## config.mk

```make
export PLATFORM = sky130hd
export DESIGN_NAME = usb_rx_packet_sequencer_flat
export DESIGN_NICKNAME = d
export VERILOG_FILES = /design/src/rtl/usb_rx_packet_sequencer_if.sv /design/src/rtl/usb_rx_packet_sequencer.sv /design/src/flat_wrapper.sv
export SDC_FILE = /design/constraint.sdc
export NUM_CORES = 1
export LEC_CHECK = 0
export CAP_MARGIN = 15
export CORE_ASPECT_RATIO = 0.5
export CORE_MARGIN = 2
export CORE_UTILIZATION = 60
export DETAILED_ROUTE_END_ITERATION = 6
export PLACE_DENSITY = 0.88
export SLEW_MARGIN = 20
export SYNTH_ARGS = -nofsm -noshare
export SYNTH_HDL_FRONTEND = slang
export SYNTH_SLANG_ARGS = --single-unit
```

## constraint.sdc

```tcl
create_clock -name clock -period 3.4 [get_ports clock]
set_clock_uncertainty 0.15 [all_clocks]
set_input_delay 0.85 -clock clock [delete_from_list [all_inputs] [get_ports clock]]
set_output_delay 0.85 -clock clock [all_outputs]
set_load 0.05 [all_outputs]
```

## src/rtl/usb_rx_packet_sequencer_if.sv

```systemverilog
// Bitstream-in / framed-bytes-out bundle of the USB receive packet sequencer.
// The slave side is the sequencer itself; the master side is its environment
// (NRZI decoder feeding bits, packet parser observing the framed bytes).
interface usb_rx_packet_sequencer_if #(
   parameter int MAX_BYTES = 64
);
   logic                           bit_in;
   logic                           bit_valid;
   logic [7:0]                     byte_out;
   logic                           byte_valid;
   logic                           pkt_start;
   logic                           pkt_done;
   logic [1:0]                     err_code;
   logic [$clog2(MAX_BYTES+1)-1:0] byte_count;
   logic                           rx_busy;

   // Sequencer view: consumes the decoded bitstream, produces packet framing.
   modport slave (
      input  bit_in,
      input  bit_valid,
      output byte_out,
      output byte_valid,
      output pkt_start,
      output pkt_done,
      output err_code,
      output byte_count,
      output rx_busy
   );

   // Environment view: drives the bitstream, observes packet framing.
   modport master (
      output bit_in,
      output bit_valid,
      input  byte_out,
      input  byte_valid,
      input  pkt_start,
      input  pkt_done,
      input  err_code,
      input  byte_count,
      input  rx_busy
   );
endinterface

```

## src/rtl/usb_rx_packet_sequencer.sv

```systemverilog
// USB receive packet sequencer. Sits after the NRZI decoder: hunts for the
// SYNC pattern, removes stuffed bits, assembles LSB-first bytes and frames
// each packet with start/done strobes and a two-bit status code.
module usb_rx_packet_sequencer #(
   parameter int MAX_BYTES    = 64,
   parameter int SYNC_TIMEOUT = 32,
   parameter int TAIL_BITS    = 1
) (
   input  logic                     clock,
   input  logic                     reset,
   usb_rx_packet_sequencer_if.slave bus
);
   localparam int CountWidth = $clog2(MAX_BYTES + 1);
   localparam int TotalWidth = $clog2(SYNC_TIMEOUT + 1);

   localparam logic [CountWidth-1:0] MaxCount     = CountWidth'(MAX_BYTES);
   localparam logic [TotalWidth-1:0] TimeoutLimit = TotalWidth'(SYNC_TIMEOUT);
   localparam logic [3:0]            TailLimit    = 4'(TAIL_BITS);

   localparam logic [1:0] ErrNone   = 2'b00;
   localparam logic [1:0] ErrSync   = 2'b01;
   localparam logic [1:0] ErrStuff  = 2'b10;
   localparam logic [1:0] ErrLength = 2'b11;

   localparam logic [7:0] SyncPattern = 8'b0000_0001;

   typedef enum logic [1:0] {
      IDLE,
      SYNC,
      DATA,
      DRAIN
   } state_e;

   state_e                state_q,     state_d;
   logic [7:0]            syncSr_q,    syncSr_d;
   logic [TotalWidth-1:0] bitTotal_q,  bitTotal_d;
   logic [7:0]            byteSr_q,    byteSr_d;
   logic [3:0]            bitCnt_q,    bitCnt_d;
   logic [2:0]            onesCnt_q,   onesCnt_d;
   logic [1:0]            drainErr_q,  drainErr_d;
   logic [CountWidth-1:0] byteCount_q, byteCount_d;
   logic [1:0]            errCode_q,   errCode_d;
   logic [7:0]            byteOut_q,   byteOut_d;
   logic                  byteValid_q, byteValid_d;
   logic                  pktStart_q,  pktStart_d;
   logic                  pktDone_q,   pktDone_d;
   logic                  rxBusy_q,    rxBusy_d;

   logic [7:0]            syncNext;
   logic [7:0]            byteNext;
   logic [TotalWidth-1:0] bitTotalInc;

   // State, counters, shift registers and every output are held here so no
   // input reaches an output without passing through a flop.
   always_ff @(posedge clock or posedge reset) begin
      if (reset) begin
         state_q     <= IDLE;
         syncSr_q    <= '0;
         bitTotal_q  <= '0;
         byteSr_q    <= '0;
         bitCnt_q    <= '0;
         onesCnt_q   <= '0;
         drainErr_q  <= '0;
         byteCount_q <= '0;
         errCode_q   <= '0;
         byteOut_q   <= '0;
         byteValid_q <= 1'b0;
         pktStart_q  <= 1'b0;
         pktDone_q   <= 1'b0;
         rxBusy_q    <= 1'b0;
      end else begin
         state_q     <= state_d;
         syncSr_q    <= syncSr_d;
         bitTotal_q  <= bitTotal_d;
         byteSr_q    <= byteSr_d;
         bitCnt_q    <= bitCnt_d;
         onesCnt_q   <= onesCnt_d;
         drainErr_q  <= drainErr_d;
         byteCount_q <= byteCount_d;
         errCode_q   <= errCode_d;
         byteOut_q   <= byteOut_d;
         byteValid_q <= byteValid_d;
         pktStart_q  <= pktStart_d;
         pktDone_q   <= pktDone_d;
         rxBusy_q    <= rxBusy_d;
      end
   end

   // Per-bit sequencing: SYNC hunt, destuffing, byte assembly and packet
   // delimiting. Strobes default low; everything else holds unless changed.
   // Every return to IDLE clears the per-packet working state so each hunt
   // starts exactly as it would after reset.
   always_comb begin
      state_d     = state_q;
      syncSr_d    = syncSr_q;
      bitTotal_d  = bitTotal_q;
      byteSr_d    = byteSr_q;
      bitCnt_d    = bitCnt_q;
      onesCnt_d   = onesCnt_q;
      drainErr_d  = drainErr_q;
      byteCount_d = byteCount_q;
      errCode_d   = errCode_q;
      byteOut_d   = byteOut_q;
      byteValid_d = 1'b0;
      pktStart_d  = 1'b0;
      pktDone_d   = 1'b0;

      syncNext    = {syncSr_q[6:0], bus.bit_in};
      byteNext    = {bus.bit_in, byteSr_q[7:1]};
      bitTotalInc = bitTotal_q + 1'b1;

      case (state_q)
         IDLE: begin
            if (bus.bit_valid) begin
               syncSr_d   = syncNext;
               bitTotal_d = TotalWidth'(1);
               state_d    = SYNC;
            end
         end

         SYNC: begin
            if (bus.bit_valid) begin
               syncSr_d   = syncNext;
               bitTotal_d = bitTotalInc;
               if (syncNext == SyncPattern) begin
                  // The closing 1 of SYNC already counts toward a stuffing run.
                  pktStart_d  = 1'b1;
                  byteCount_d = '0;
                  errCode_d   = ErrNone;
                  bitCnt_d    = '0;
                  onesCnt_d   = 3'd1;
                  byteSr_d    = '0;
                  state_d     = DATA;
               end else if (bitTotalInc >= TimeoutLimit) begin
                  drainErr_d = ErrSync;
                  state_d    = DRAIN;
               end
            end else begin
               // Line went quiet before SYNC: abandon without reporting.
               syncSr_d   = '0;
               bitTotal_d = '0;
               state_d    = IDLE;
            end
         end

         DATA: begin
            if (bus.bit_valid) begin
               if (onesCnt_q == 3'd6) begin
                  if (!bus.bit_in) begin
                     onesCnt_d = '0;
                  end else begin
                     drainErr_d = ErrStuff;
                     state_d    = DRAIN;
                  end
               end else begin
                  onesCnt_d = bus.bit_in ? (onesCnt_q + 3'd1) : 3'd0;
                  byteSr_d  = byteNext;
                  if (bitCnt_q == 4'd7) begin
                     bitCnt_d = '0;
                     if (byteCount_q == MaxCount) begin
                        drainErr_d = ErrLength;
                        state_d    = DRAIN;
                     end else begin
                        byteOut_d   = byteNext;
                        byteValid_d = 1'b1;
                        byteCount_d = byteCount_q + 1'b1;
                     end
                  end else begin
                     bitCnt_d = bitCnt_q + 4'd1;
                  end
               end
            end else begin
               // End of packet: a short residue is tolerated, more is a length error.
               pktDone_d  = 1'b1;
               errCode_d  = (bitCnt_q > TailLimit) ? ErrLength : ErrNone;
               syncSr_d   = '0;
               bitTotal_d = '0;
               byteSr_d   = '0;
               bitCnt_d   = '0;
               onesCnt_d  = '0;
               drainErr_d = '0;
               state_d    = IDLE;
            end
         end

         DRAIN: begin
            if (!bus.bit_valid) begin
               pktDone_d  = 1'b1;
               errCode_d  = drainErr_q;
               syncSr_d   = '0;
               bitTotal_d = '0;
               byteSr_d   = '0;
               bitCnt_d   = '0;
               onesCnt_d  = '0;
               drainErr_d = '0;
               state_d    = IDLE;
            end
         end

         default: begin
            state_d = IDLE;
         end
      endcase

      rxBusy_d = (state_d != IDLE);
   end

   assign bus.byte_out   = byteOut_q;
   assign bus.byte_valid = byteValid_q;
   assign bus.pkt_start  = pktStart_q;
   assign bus.pkt_done   = pktDone_q;
   assign bus.err_code   = errCode_q;
   assign bus.byte_count = byteCount_q;
   assign bus.rx_busy    = rxBusy_q;

endmodule

```

## src/flat_wrapper.sv

```systemverilog
// flat-port wrapper written by rule: the top's interface ports become plain ports
module usb_rx_packet_sequencer_flat 
#(
   parameter int MAX_BYTES    = 64,
   parameter int SYNC_TIMEOUT = 32,
   parameter int TAIL_BITS    = 1
)
  (clock, reset, bus_bit_in, bus_bit_valid, bus_byte_out, bus_byte_valid, bus_pkt_start, bus_pkt_done, bus_err_code, bus_byte_count, bus_rx_busy);
  usb_rx_packet_sequencer_if #(.MAX_BYTES(MAX_BYTES)) bus_i ();
  input  logic clock;
  input  logic reset;
  input wire logic [$bits(bus_i.bit_in)-1:0] bus_bit_in;
  input wire logic [$bits(bus_i.bit_valid)-1:0] bus_bit_valid;
  output wire logic [$bits(bus_i.byte_out)-1:0] bus_byte_out;
  output wire logic [$bits(bus_i.byte_valid)-1:0] bus_byte_valid;
  output wire logic [$bits(bus_i.pkt_start)-1:0] bus_pkt_start;
  output wire logic [$bits(bus_i.pkt_done)-1:0] bus_pkt_done;
  output wire logic [$bits(bus_i.err_code)-1:0] bus_err_code;
  output wire logic [$bits(bus_i.byte_count)-1:0] bus_byte_count;
  output wire logic [$bits(bus_i.rx_busy)-1:0] bus_rx_busy;
  assign bus_i.bit_in = bus_bit_in;
  assign bus_i.bit_valid = bus_bit_valid;
  assign bus_byte_out = bus_i.byte_out;
  assign bus_byte_valid = bus_i.byte_valid;
  assign bus_pkt_start = bus_i.pkt_start;
  assign bus_pkt_done = bus_i.pkt_done;
  assign bus_err_code = bus_i.err_code;
  assign bus_byte_count = bus_i.byte_count;
  assign bus_rx_busy = bus_i.rx_busy;
  usb_rx_packet_sequencer #(.MAX_BYTES(MAX_BYTES), .SYNC_TIMEOUT(SYNC_TIMEOUT), .TAIL_BITS(TAIL_BITS)) u_core (.clock(clock), .reset(reset), .bus(bus_i));
endmodule
```

==> results.md <==
* Run status: completed
* Worst skew pair latency at roughly 310 ps
* Fin Setup TNS at 0 ps
* Power Density at approximately 460 nW/µm²
* Port bufs at 24
* CTS tree: built
* Synth Flop Type: dfrtp_1
* Slew Limit Fails at 0
* Clk sinks at 52
* Postcts setup bufs at 0
* Post-route ant nets at 0
* Met2 Use GR at 0.386
* Required @ worst endpoint at ~3500 ps
* Vias in the first global route at ~2000
* Yosys top cell by area: dfrtp_1
* Worst vdd ir at about 0.2 mV
* Mapped Nets at between 200 and 300
* HP Start: u_core.bus.err_code[0]
* Static leakage at 1.45 nW
* Crit-path max FO at 7
* Placer Congestion at around 0.85
* Initial Utilization at 0.624
* Type of origin of the critical path: primary input
* DRT Pass-1 Iters at 6
* Crit path time final at around 2800 ps
* Worst setup path endpoint: u_core.bus.byte_count[1]
* Post-Syn Area at 2750 µm²
* Max-slew headroom at 0.623
* ANT cells at 0
* Final setup viols at 0
* Clock buffer depth at 2
* Highest clock rate at approximately 360 MHz
* Total track usage at 0.237
* Sw Ratio at 0.300
* Met1 usage at 0.315
* Syn Inst Count at 261
* Reg2Reg Depth at 5
* Fraction of layout cells with a size suffix above 1 at 0.131
* Worst path max stage delay at around 600 ps
* CP max-delay cell: clkdlybuf4s50_1
* Min-Delay Path Class: reg2reg
* Commonest non-fill, non-tap cell in the layout: dfrtp_1
* Clock power frac at 0.308
* Distinct cells, synth at 52
* Post-DP HPWL at 4020 µm
* Buf+Inv Stages, Crit Path at 1
* Int Pwr at a little over 1 mW
* Num CTS Buffers at 5
* Setup crit end kind: flip-flop
* Final Hold Viols at 0
* Die Width at around 100 µm
* Htree depth at 2
* Number of hold buffers added after CTS at 0
* Adder-Cell Fraction of Synth Area at 0.0364
* Worst-Margin Slew at roughly 560 ps
* Met3 Use GR at 0.0565
* I/O pins at 25
* Final nets at 300
* Net Switching at roughly 440 µW
* Worst r2r src: u_core.state_q[1]
* RSZ-0062 raised after global routing: no
* R2R setup slack at ~960 ps
* Clk pin slew, worst setup/hold paths at roughly 100 ps
* Critical path startpoint: bus_bit_in
* Avg Inst Size Synth at about 11 µm²
* RR Endpoint: u_core.bus.byte_count[1]
* Synth Area in XOR/XNOR at 0.00956
* Critical path depth at 5
* First-pass GRT wire length at 9400 µm
* Fin crit share at 0.820
* Area contributors post-synth: dfrtp_1 47%, mux2i_1 5.1%, mux2_2 4.9%
* Largest net degree at the start of global routing at 26
* GR peak layer: met2
* 1st-iter DRT viols at between 100 and 150
* Post-DR wirelength/cell at 16.4 µm
* Yosys warning total at 0
* Total Wirelength at 5660 µm
* Fill cell total of the finished layout at approximately 290
* Die height at 51.9 µm
* Root Driver: clkbuf_8
* Register area share after synthesis at 0.474
* Routed via count at about 2100
* Core area at about 4400 µm²
* Vias per Instance at between 6 and 7
* CP Cell Sequence: clkdlybuf4s50_1, nor4b_4, nand3_4, a211oi_1, mux2i_1
* Post-synth EDFFs at 0
* Core Rows at 17
* Initial antenna violation count at 0
* Commonest non-fill, non-tap cells in the layout: 52 x dfrtp_1, 29 x nand2_1, 24 x clkdlybuf4s50_1
* Post-synthesis compound-gate area fraction at 0.155
* Synth top area share at 0.474
* Post-synthesis simple-gate area fraction at 0.184
* Final setup margin at 613 ps
* CP Data Arrival Time at 2870 ps
* Pre-CTS setup slack at between 300 and 400 ps
* Seq pwr share at 0.505
* Max-Cap Viols at 0
* Post-synthesis mux area share at 0.104
* Combinational family with the most area after synthesis: simple AND/OR/NAND/NOR gates
* Comb power frac at 0.187
* Post-synthesis register bit count at 52
* Total congestion overflow at 0
* # resized after CTS at 0
* Worst path top cell family by delay: simple AND/OR/NAND/NOR gates
* Async SR Flop Fraction at 1.00
* Drc violations at 0
* Syn-to-layout area delta at 15.8%
* Die area at 5170 µm²
* WS Path Type: in2reg
==> per-stage QoR <==
stage | power, mW | area (µm²) | hold WS [ps] | utilization | std cells
floorplan | 0.936 | 2750 | 322 | - | 261
global placement | 0.999 | 3060 | 337 | 0.695 | 338
detailed placement | 1.02 | 3060 | 343 | 0.695 | 338
CTS | 1.46 | 3180 | 365 | 0.723 | 346
global route | 1.53 | 3180 | 379 | 0.723 | 346
finish | 1.46 | 3180 | 360 | 0.723 | 346
==> power groups by stage <==
stage | sequential [mW] | clock [mW] | combinational (mW)
3_5_place_dp | 0.746 | 0 | 0.271
3_3_place_gp | 0.740 | 0 | 0.259
2_1_floorplan | 0.758 | 0 | 0.178
6_report | 0.736 | 0.449 | 0.272
5_1_grt | 0.745 | 0.490 | 0.300
4_1_cts | 0.734 | 0.455 | 0.273
==> worst min-delay path by stage <==
stage                                        end  slack (ps)  depth (start not counted)
after floorplan           u_core.bus.byte_out[0]         320                          1
after global placement    u_core.bus.byte_out[6]         340                          1
after detailed placement  u_core.bus.byte_out[4]         340                          1
after CTS                 u_core.bus.err_code[0]         360                          1
after global routing      u_core.bus.err_code[0]         380                          1
final                     u_core.bus.err_code[0]         360                          1
==> cells by family after synthesis <==
group	after synthesis
AOI/OAI and AO/OA	61
xor gates and xnor gates	3
adders and majority gates	8
buffers and inverters	24
DFF	52
muxes	27
and+or+nand+nor	86
==> Yosys cell counts, types with 5 or more instances <==
| cell type | n |
|---|---|
| clkbuf_1 | 7 |
| dfrtp_1 | 52 |
| ha_1 | 8 |
| nor2_1 | 6 |
| o21ai_0 | 16 |
| nand2_1 | 29 |
| nand2b_1 | 8 |
| nand3_1 | 14 |
| inv_1 | 12 |
| a21oi_1 | 7 |
| mux2i_1 | 14 |
| mux2_2 | 12 |
| a211oi_1 | 5 |
| a22o_1 | 6 |
==> per-layer routing <==
metal  part of all wire  up-vias
li1                   -     1010
met1               0.46     1017
met2               0.48       82
met3              0.057        5
met4             0.0092        0
met5                  0        -
==> state kept, by name (all words and copies together) (netlist names), 2 cells and up <==
register,cells
u_core.bus.err_code,2
u_core.drainErr_q,2
u_core.byteSr_q,7
u_core.onesCnt_q,3
u_core.bitTotal_q,6
u_core.bus.byte_out,8
u_core.bus.byte_count,7
u_core.state_q,2
u_core.syncSr_q,7
u_core.bitCnt_q,4
==> layout make-up <==
type | instances | area, µm² | area share
sequential | 52 | 1300 | 0.409
inverter | 12 | 45.0 | 0.0142
clock buffer | 6 | 82.6 | 0.0259
timing repair buffer | 32 | 300 | 0.0943
tap | 57 | 71.3 | 0.0224
multi-input combinational | 185 | 1340 | 0.422
clock inverter | 2 | 38.8 | 0.0122
==> worst reg2reg max path: stages (launching register included) <==
cell and delay, ps:
dfrtp_1 590, buf_4 300, and2b_1 380, nand3_4 150, a211oi_1 560, mux2i_1 260
Note: power is estimated with default switching activity, not from simulation.
